[config.mk]
export PLATFORM = sky130hd
export DESIGN_NAME = seg7_readback_decoder
export DESIGN_NICKNAME = d
export VERILOG_FILES = /design/src/rtl/seg7_pkg.sv /design/src/rtl/seg7_pattern_decode.sv /design/src/rtl/seg7_readback_decoder.sv
export SDC_FILE = /design/constraint.sdc
export NUM_CORES = 1
export LEC_CHECK = 0
export CORE_MARGIN = 4
export CORE_UTILIZATION = 57
export CTS_CLUSTER_DIAMETER = 30
export DETAILED_ROUTE_END_ITERATION = 10
export PLACE_DENSITY = 0.84
export SETUP_SLACK_MARGIN = 0.5
export SYNTH_ARGS = -nofsm -noshare
export SYNTH_HDL_FRONTEND = slang
export SYNTH_HIERARCHICAL = 1
export SYNTH_SLANG_ARGS = --single-unit
[constraint.sdc]
create_clock -name KEY -period 4.65 [get_ports KEY]
set_input_delay 0.93 -clock KEY [delete_from_list [all_inputs] [get_ports KEY]]
set_output_delay 0.93 -clock KEY [all_outputs]
set_load 0.02 [all_outputs]
[src/rtl/seg7_pkg.sv]
// Shared 7-segment definitions: active-low patterns for hex digits 0..F,
// the all-off pattern, and the readback decoder's FSM state encoding.
package seg7_pkg;

  localparam logic [6:0] SEG_0     = 7'h40;
  localparam logic [6:0] SEG_1     = 7'h79;
  localparam logic [6:0] SEG_2     = 7'h24;
  localparam logic [6:0] SEG_3     = 7'h30;
  localparam logic [6:0] SEG_4     = 7'h19;
  localparam logic [6:0] SEG_5     = 7'h12;
  localparam logic [6:0] SEG_6     = 7'h02;
  localparam logic [6:0] SEG_7     = 7'h78;
  localparam logic [6:0] SEG_8     = 7'h00;
  localparam logic [6:0] SEG_9     = 7'h10;
  localparam logic [6:0] SEG_A     = 7'h08;
  localparam logic [6:0] SEG_B     = 7'h03;
  localparam logic [6:0] SEG_C     = 7'h46;
  localparam logic [6:0] SEG_D     = 7'h21;
  localparam logic [6:0] SEG_E     = 7'h06;
  localparam logic [6:0] SEG_F     = 7'h0E;
  localparam logic [6:0] SEG_BLANK = 7'h7F;

  typedef enum logic [1:0] {
    EMPTY  = 2'd0,
    SETTLE = 2'd1,
    LOCKED = 2'd2
  } state_t;

endpackage

[src/rtl/seg7_pattern_decode.sv]
// Combinational inverse of the digit-to-segment table: classifies an
// active-low pattern as a legal hex digit, the blank pattern, or illegal.
module seg7_pattern_decode
  import seg7_pkg::*;
(
  input  logic [6:0] i_seg_n,
  output logic       o_legal,
  output logic       o_is_blank,
  output logic [3:0] o_digit
);

  always_comb begin
    o_legal    = 1'b1;
    o_is_blank = 1'b0;
    o_digit    = 4'h0;
    case (i_seg_n)
      SEG_0:     o_digit = 4'h0;
      SEG_1:     o_digit = 4'h1;
      SEG_2:     o_digit = 4'h2;
      SEG_3:     o_digit = 4'h3;
      SEG_4:     o_digit = 4'h4;
      SEG_5:     o_digit = 4'h5;
      SEG_6:     o_digit = 4'h6;
      SEG_7:     o_digit = 4'h7;
      SEG_8:     o_digit = 4'h8;
      SEG_9:     o_digit = 4'h9;
      SEG_A:     o_digit = 4'hA;
      SEG_B:     o_digit = 4'hB;
      SEG_C:     o_digit = 4'hC;
      SEG_D:     o_digit = 4'hD;
      SEG_E:     o_digit = 4'hE;
      SEG_F:     o_digit = 4'hF;
      SEG_BLANK: begin
        o_legal    = 1'b0;
        o_is_blank = 1'b1;
      end
      default:   o_legal = 1'b0;
    endcase
  end

endmodule

[src/rtl/seg7_readback_decoder.sv]
// Reads back an active-low 7-segment pattern, accepts it once it has been
// stable for STABLE_CNT samples, and holds the recovered hex digit.
module seg7_readback_decoder
  import seg7_pkg::*;
#(
  parameter int STABLE_CNT = 2,
  parameter int CHG_W      = 4
) (
  input  logic [1:0]       KEY,
  input  logic [6:0]       seg_n,
  output logic [3:0]       digit,
  output logic             valid,
  output logic             blank,
  output logic             err,
  output logic [CHG_W-1:0] changes,
  output logic [1:0]       state_o
);

  localparam logic [3:0] STAB = 4'(STABLE_CNT);

  logic             w_clk;
  logic             w_rst_n;
  logic             w_same;
  logic [3:0]       w_stab_next;
  logic             w_accept;
  logic             w_legal;
  logic             w_is_blank;
  logic [3:0]       w_dec_digit;

  logic [6:0]       r_seg_q;
  logic [3:0]       r_stab_cnt;
  state_t           r_state;
  logic [3:0]       r_digit;
  logic             r_valid;
  logic             r_blank;
  logic             r_err;
  logic [CHG_W-1:0] r_changes;

  assign w_clk   = KEY[0];
  assign w_rst_n = KEY[1];

  seg7_pattern_decode u_decode (
    .i_seg_n    (seg_n),
    .o_legal    (w_legal),
    .o_is_blank (w_is_blank),
    .o_digit    (w_dec_digit)
  );

  // Acceptance fires only on the edge the counter arrives at STABLE_CNT;
  // a saturated counter holding an unchanged pattern does not re-accept.
  assign w_same      = (seg_n == r_seg_q);
  assign w_stab_next = !w_same ? 4'd1 :
                       (r_stab_cnt == STAB) ? STAB : r_stab_cnt + 4'd1;
  assign w_accept    = (w_stab_next == STAB) && !(w_same && (r_stab_cnt == STAB));

  always_ff @(posedge w_clk or negedge w_rst_n) begin
    if (!w_rst_n) begin
      r_seg_q    <= SEG_BLANK;
      r_stab_cnt <= 4'd0;
      r_state    <= EMPTY;
      r_digit    <= 4'h0;
      r_valid    <= 1'b0;
      r_blank    <= 1'b0;
      r_err      <= 1'b0;
      r_changes  <= '0;
    end else begin
      r_seg_q    <= seg_n;
      r_stab_cnt <= w_stab_next;
      if (w_accept) begin
        r_state <= LOCKED;
        if (w_legal) begin
          if (!r_valid || (w_dec_digit != r_digit))
            r_changes <= r_changes + CHG_W'(1);
          r_digit <= w_dec_digit;
          r_valid <= 1'b1;
          r_blank <= 1'b0;
        end else if (w_is_blank) begin
          r_valid <= 1'b0;
          r_blank <= 1'b1;
        end else begin
          r_err   <= 1'b1;
          r_valid <= 1'b0;
          r_blank <= 1'b0;
        end
      end else if (!w_same) begin
        r_state <= SETTLE;
      end
    end
  end

  assign digit   = r_digit;
  assign valid   = r_valid;
  assign blank   = r_blank;
  assign err     = r_err;
  assign changes = r_changes;
  assign state_o = r_state;

endmodule

==> impl_metrics.py, run 1 <==
metrics = {
    "timing": {
        "relSlewSlack": 0.5669,
        "rsz0062_at_grt": "false",
        "hold_slack_ns": -0.3378,
        "min_period_over_period": 0.8105,
        "fin_skew_ns": 0.007322,
        "drv_slew": 0,
        "finalSetupViolCount": 0,
        "tns_ns": 0,
        "hold_viol": 24,
        "worst_pin_slew_ns": 0.6447,
        "fmax_mhz": 265.3,
        "finalCriticalPeriod_ns": 3.769,
    },
    "synthesis": {
        "synth.largest_area_cell": "dfrtp_1",
        "synthTopCellsByArea": "dfrtp_1 30%, dfstp_2 13%, xor2_1 8.7%",
        "synth_common_cells": "17 x dfrtp_1, 17 x nor2_1, 14 x xor2_1",
        "syn_area_um2": 1403,
        "synth_seq_cells": 24,
        "synth_warnings": 6,
        "postSynthAreaPerCell_um2": 9.947,
        "yosys.cell_types.count": 47,
        "syn-num-nets": 153,
        "synth_edf_count": 0,
        "ys_seq_area_frac": 0.4344,
        "synth_top_area_share": 0.3033,
        "synth_flop_cell": "dfrtp_1",
        "synthCells": 141,
        "async_flop_share": 1.000,
    },
    "final_layout": {
        "drive_above_1_share": 0.1627,
        "n_antenna_cell": 0,
        "areaGrowthSynthToFinish_pct": 21.50,
        "fin_cells": 194,
        "fillers": 165,
        "layout.nets": 178,
    },
    "run_status": {
        "violations": "negative hold slack",
        "status": "finished, violations left",
    },
    "routing": {
        "drc": 0,
        "firstDrtPassIters": 5,
        "vias": 1241,
        "wl_per_cell_um": 16.37,
        "drt-initial-drc-count": 56,
        "vias_per_cell": 6.397,
        "totalWireLength_um": 3176,
        "antenna_left": 0,
    },
    "floorplanning": {
        "core_um2": 2276,
        "die_w_um": 57.61,
        "rows": 17,
        "ios": 22,
        "initial_core_util": 0.6163,
        "dieArea_um2": 3318,
        "die_h_um": 57.61,
    },
    "clock_network": {
        "path_clk_slew_ns": 0.13,
        "cts_tree": "built",
        "cts_setup_buffers": 0,
        "cts_hold_buf": 0,
        "insertion_delay_ns": 0.31,
        "cts_resized": 0,
    },
    "flow_run": {
        "cap_violations": 0,
    },
    "setup_path": {
        "crit_buf_inv": 1,
        "crit_family": "simple AND/OR/NAND/NOR gates",
        "worst_ep_required_time_ns": 4.85,
        "worstPathCellList": "clkdlybuf4s50_1, or4b_1, a311o_1, a31o_1, o311ai_1, nand2_1, a311oi_2, nand3_2, nor2_1, mux2_1",
        "worstPathMaxFanout": 9,
        "worstSetupStartpointType": "input pin",
        "worstSetupEndpointType": "flip-flop",
        "cp_slowest_cell": "or4b_1",
        "worstPathArrival_ns": 3.97,
        "max_stage_delay_ns": 0.57,
        "path_class": "input pin to flip-flop",
    },
    "pwr": {
        "power.share.sequential": 0.442,
        "comb_power_share": 0.112,
        "peakVddDrop_mv": 0.2274,
        "p_per_area_nw_per_um2": 299.2,
        "p_sw_uw": 183.4,
        "p_clk_frac": 0.446,
        "leakage_nw": 0.7359,
        "p_int_uw": 326.5,
        "netSwitchingFraction": 0.3596,
    },
    "min_path": {
        "hp-class": "clock port to async pin",
    },
    "global_routing": {
        "grt_pass1_vias": 1229,
        "grt_pass1_wl_um": 5471,
        "grt_max_degree": 15,
        "grt_usage": 0.2174,
        "overflow": 0,
        "antenna_found_initial": 0,
    },
    "placed_design": {
        "gp_congestion": 0.9368,
        "portBuffers": 20,
        "hpwlAfterDp_um": 2389,
        "dpl.cell_count": 186,
    },
}
[sequential cells by signal (all words and copies together), names as in the netlist]
name and cells:
state_o 2, r_seg_q 7, blank 1, changes 4, err 1, valid 1
digit 4, r_stab_cnt 4
[power by group through the flow]
stage	Sequential (mW)	Combinational, mW	Clock (mW)
finish	0.225	0.0572	0.227
global route	0.226	0.0622	0.266
CTS	0.226	0.0568	0.241
detailed placement	0.230	0.0565	0
global placement	0.230	0.0553	0
floorplan	0.232	0.0318	0
[logic make-up after synthesis]
group / share of synthesized area
xor+xnor: 0.09367
compound gates: 0.1356
fa+ha+maj: 0.02676
flops: 0.4344
buf+inv: 0.03032
simple gates: 0.2391
mux: 0.04014
[cell usage in the layout (no fill, tap or decap), types with 5 or more instances in the layout]
cell	Yosys	layout
clkdlybuf4s50_1	0	20
nor2_1	17	17
dfrtp_1	17	17
xor2_1	14	14
nand2_1	7	7
dfstp_2	7	7
nand3_1	6	6
clkbuf_4	0	6
nor3_1	5	5
[area by class of cell]
type,count,area (um2),area share
Sequential cell,24,609.3,0.3576
Tap cell,28,35.03,0.02056
Inverter,4,15.01,0.008811
Clock inverter,1,5.005,0.002937
Multi-Input combinational cell,106,750.7,0.4405
Timing Repair Buffer,24,230.2,0.1351
Clock buffer,7,58.81,0.03451
[metal layers]
layer | vias to the layer above | routed length, um | global-route usage
met2 | 54 | 1575 | 0.3274
met5 | - | 0 | 0
met3 | 12 | 190 | 0.09050
met4 | 0 | 82 | 0.1589
li1 | 570 | - | -
met1 | 605 | 1328 | 0.2447
[stage by stage]
stage	util	hold WS [ns]	power, mW	instance area, um2	setup slack, ns
floorplan	-	-0.2956	0.2635	1403	1.389
global placement	0.7207	-0.2956	0.2855	1640	0.7142
detailed placement	0.7207	-0.2956	0.2868	1640	0.6066
CTS	0.7488	-0.3322	0.5230	1704	0.9367
global route	0.7488	-0.3440	0.5546	1704	0.8301
finish	0.7488	-0.3378	0.5098	1704	0.8810
[worst paths after layout]
check,startpoint,endpoint,slack [ns],depth (start not counted)
setup reg to reg,r_stab_cnt[0],changes[1],2.14,7
max in group asynchronous,KEY[1],r_seg_q[1],4.75,2
hold / removal,KEY[1],r_stab_cnt[3],-0.34,2
setup / recovery,seg_n[1],changes[1],0.88,10
min in group KEY,changes[2],changes[2],0.51,1
hold reg to reg,changes[2],changes[2],0.51,1
(Power assumes the default switching activity.)
==> run 2: changes to the inputs <==
--- a/config.mk
+++ b/config.mk
@@ -6,10 +6,10 @@
 export NUM_CORES = 1
 export LEC_CHECK = 0
 export CORE_MARGIN = 4
-export CORE_UTILIZATION = 57
+export CORE_UTILIZATION = 48
 export CTS_CLUSTER_DIAMETER = 30
 export DETAILED_ROUTE_END_ITERATION = 10
-export PLACE_DENSITY = 0.84
+export PLACE_DENSITY = 0.75
 export SETUP_SLACK_MARGIN = 0.5
 export SYNTH_ARGS = -nofsm -noshare
 export SYNTH_HDL_FRONTEND = slang
==> constraint.sdc (replaced) <==
create_clock -name KEY -period 3.2 [get_ports KEY]
set_input_delay 0.64 -clock KEY [delete_from_list [all_inputs] [get_ports KEY]]
set_output_delay 0.64 -clock KEY [all_outputs]
set_load 0.02 [all_outputs]
==> impl_metrics.py, run 2 (synthesis gave the netlist of run 1 again) <==
metrics = {
    "floorplanning": {
        "die_h_um": 62.06,
        "dieArea_um2": 3851,
        "die_w_um": 62.06,
        "core_um2": 2781,
        "rows": 19,
        "ios": 22,
        "initial_core_util": 0.5043,
    },
    "pwr": {
        "comb_power_share": 0.141,
        "p_int_uw": 559.7,
        "p_clk_frac": 0.475,
        "p_per_area_nw_per_um2": 412.9,
        "p_total_uw": 853.9,
        "netSwitchingFraction": 0.3446,
        "p_sw_uw": 294.2,
        "power.share.sequential": 0.384,
        "leakage_nw": 0.9572,
        "peakVddDrop_mv": 0.3550,
    },
    "final_layout": {
        "areaGrowthSynthToFinish_pct": 47.46,
        "register_area_um2": 609.3,
        "final_cell_mix": "31 x buf_4, 17 x dfrtp_1, 15 x nor2_1, 14 x xor2_1, 13 x clkdlybuf4s50_1",
        "n_antenna_cell": 0,
        "fin_util": 0.7436,
        "drive_above_1_share": 0.3655,
        "fillers": 197,
        "mostFrequentLayoutCell": "buf_4",
        "fin_cells": 228,
        "largest_register_ffs": 7,
        "largest_register": "r_seg_q",
        "final_cell_area_um2": 2068,
        "layout.nets": 209,
        "multiInputGateArea_um2": 837.1,
    },
    "flow_run": {
        "cap_violations": 0,
    },
    "global_routing": {
        "grt_pass1_wl_um": 6175,
        "grt_max_degree": 17,
        "overflow": 0,
        "grt_usage": 0.2275,
        "antenna_found_initial": 0,
        "grt_pass1_vias": 1371,
    },
    "clock_network": {
        "cts_tree": "built",
        "path_clk_slew_ns": 0.13,
        "cts_hold_buf": 0,
        "insertion_delay_ns": 0.32,
    },
    "timing": {
        "setup_ws_ns": 0.3597,
        "rsz0062_at_grt": "true",
        "finalCriticalPeriod_ns": 2.840,
        "relSlewSlack": 0.5556,
        "hold_viol": 24,
        "drv_slew": 0,
        "finalSetupViolCount": 0,
        "fmax_mhz": 352.1,
        "min_period_over_period": 0.8876,
        "tns_ns": 0,
        "worst_pin_slew_ns": 0.6579,
        "hold_slack_ns": -0.3431,
        "fin_skew_ns": 0.004907,
    },
    "placed_design": {
        "hpwlAfterDp_um": 2545,
        "gp_congestion": 0.8636,
        "place_area_um2": 1812,
        "portBuffers": 20,
        "dpl.cell_count": 208,
        "dp_slack_ns": -0.2059,
    },
    "setup_path": {
        "worstSetupStartpointType": "input pin",
        "worstSetupEndpointType": "flip-flop",
        "worstPathMaxFanout": 3,
        "worstPathArrival_ns": 3.06,
        "path_class": "input pin to flip-flop",
        "worst_ep_required_time_ns": 3.42,
    },
    "routing": {
        "vias_per_cell": 6.004,
        "antenna_left": 0,
        "wl_per_cell_um": 16.84,
        "vias": 1369,
        "firstDrtPassIters": 4,
        "drc": 0,
        "totalWireLength_um": 3840,
        "drt-initial-drc-count": 80,
    },
    "run_status": {
        "status": "finished, violations left",
        "violations": "negative hold slack",
    },
    "min_path": {
        "hp-class": "clock port to async pin",
    },
}
[run 2: cell types whose count changed in the layout (fill, tap and decap cells not counted), moves of 2 or more]
cell	delta
buf_4	+27
buf_6	+7
clkdlybuf4s50_1	-7
dlymetal6s2s_1	+3
mux2_4	+2
nor2_1	-2
[run 2: power by group through the flow]
| stage | clock network [mW] | registers (mW) | logic [mW] |
|---|---|---|---|
| after CTS | 0.427 | 0.328 | 0.107 |
| final | 0.406 | 0.328 | 0.120 |
| after global routing | 0.455 | 0.329 | 0.130 |
| after global placement | 0 | 0.334 | 0.0960 |
| after floorplan | 0 | 0.337 | 0.0483 |
| after detailed placement | 0 | 0.335 | 0.0983 |
[run 2: worst paths after layout]
| path | cells past startpoint | end | slack [ns] | startpoint |
|---|---|---|---|---|
| setup / recovery | 11 | changes[1] | 0.36 | seg_n[3] |
| hold / removal | 2 | digit[1] | -0.34 | KEY[1] |
| setup reg to reg | 6 | digit[3] | 0.82 | r_stab_cnt[0] |
| hold reg to reg | 1 | changes[3] | 0.48 | changes[3] |
| max in group asynchronous | 2 | r_seg_q[1] | 3.30 | KEY[1] |
| min in group KEY | 1 | changes[3] | 0.48 | changes[3] |
[run 2: per-layer routing]
metal,routed length (um),vias up,part of all wire,track usage
met5,0,-,0,0
met4,161,0,0.042,0.1636
met3,206,17,0.054,0.07851
met2,1991,54,0.52,0.3639
met1,1481,668,0.39,0.2490
li1,-,630,-,-
[run 2: worst max-delay path: stages]
cell and delay (ns):
buf_6 0.09, or4bb_1 0.52, a311o_1 0.38, a31o_1 0.23, buf_6 0.14, o31ai_4 0.06
xnor2_1 0.15, nand2_1 0.10, nor4_4 0.38, nor2_4 0.08, mux2_4 0.30
[run 2: cell type report]
class / instances / share of cell area
clock inverter: 2 / 0.01875
tap: 31 / 0.01875
timing repair buffer: 55 / 0.2341
sequential: 24 / 0.2946
multi-input combinational: 106 / 0.4047
clock buffer: 6 / 0.02178
inverter: 4 / 0.007260
[run 2: timing repair]
| action | 4_1_cts | 5_1_grt |
|---|---|---|
| pin swaps | 9 | 9 |
| endpoints found under the setup margin | 8 | 9 |
| setup buffers | 6 | 6 |
| resized for setup | 25 | 12 |
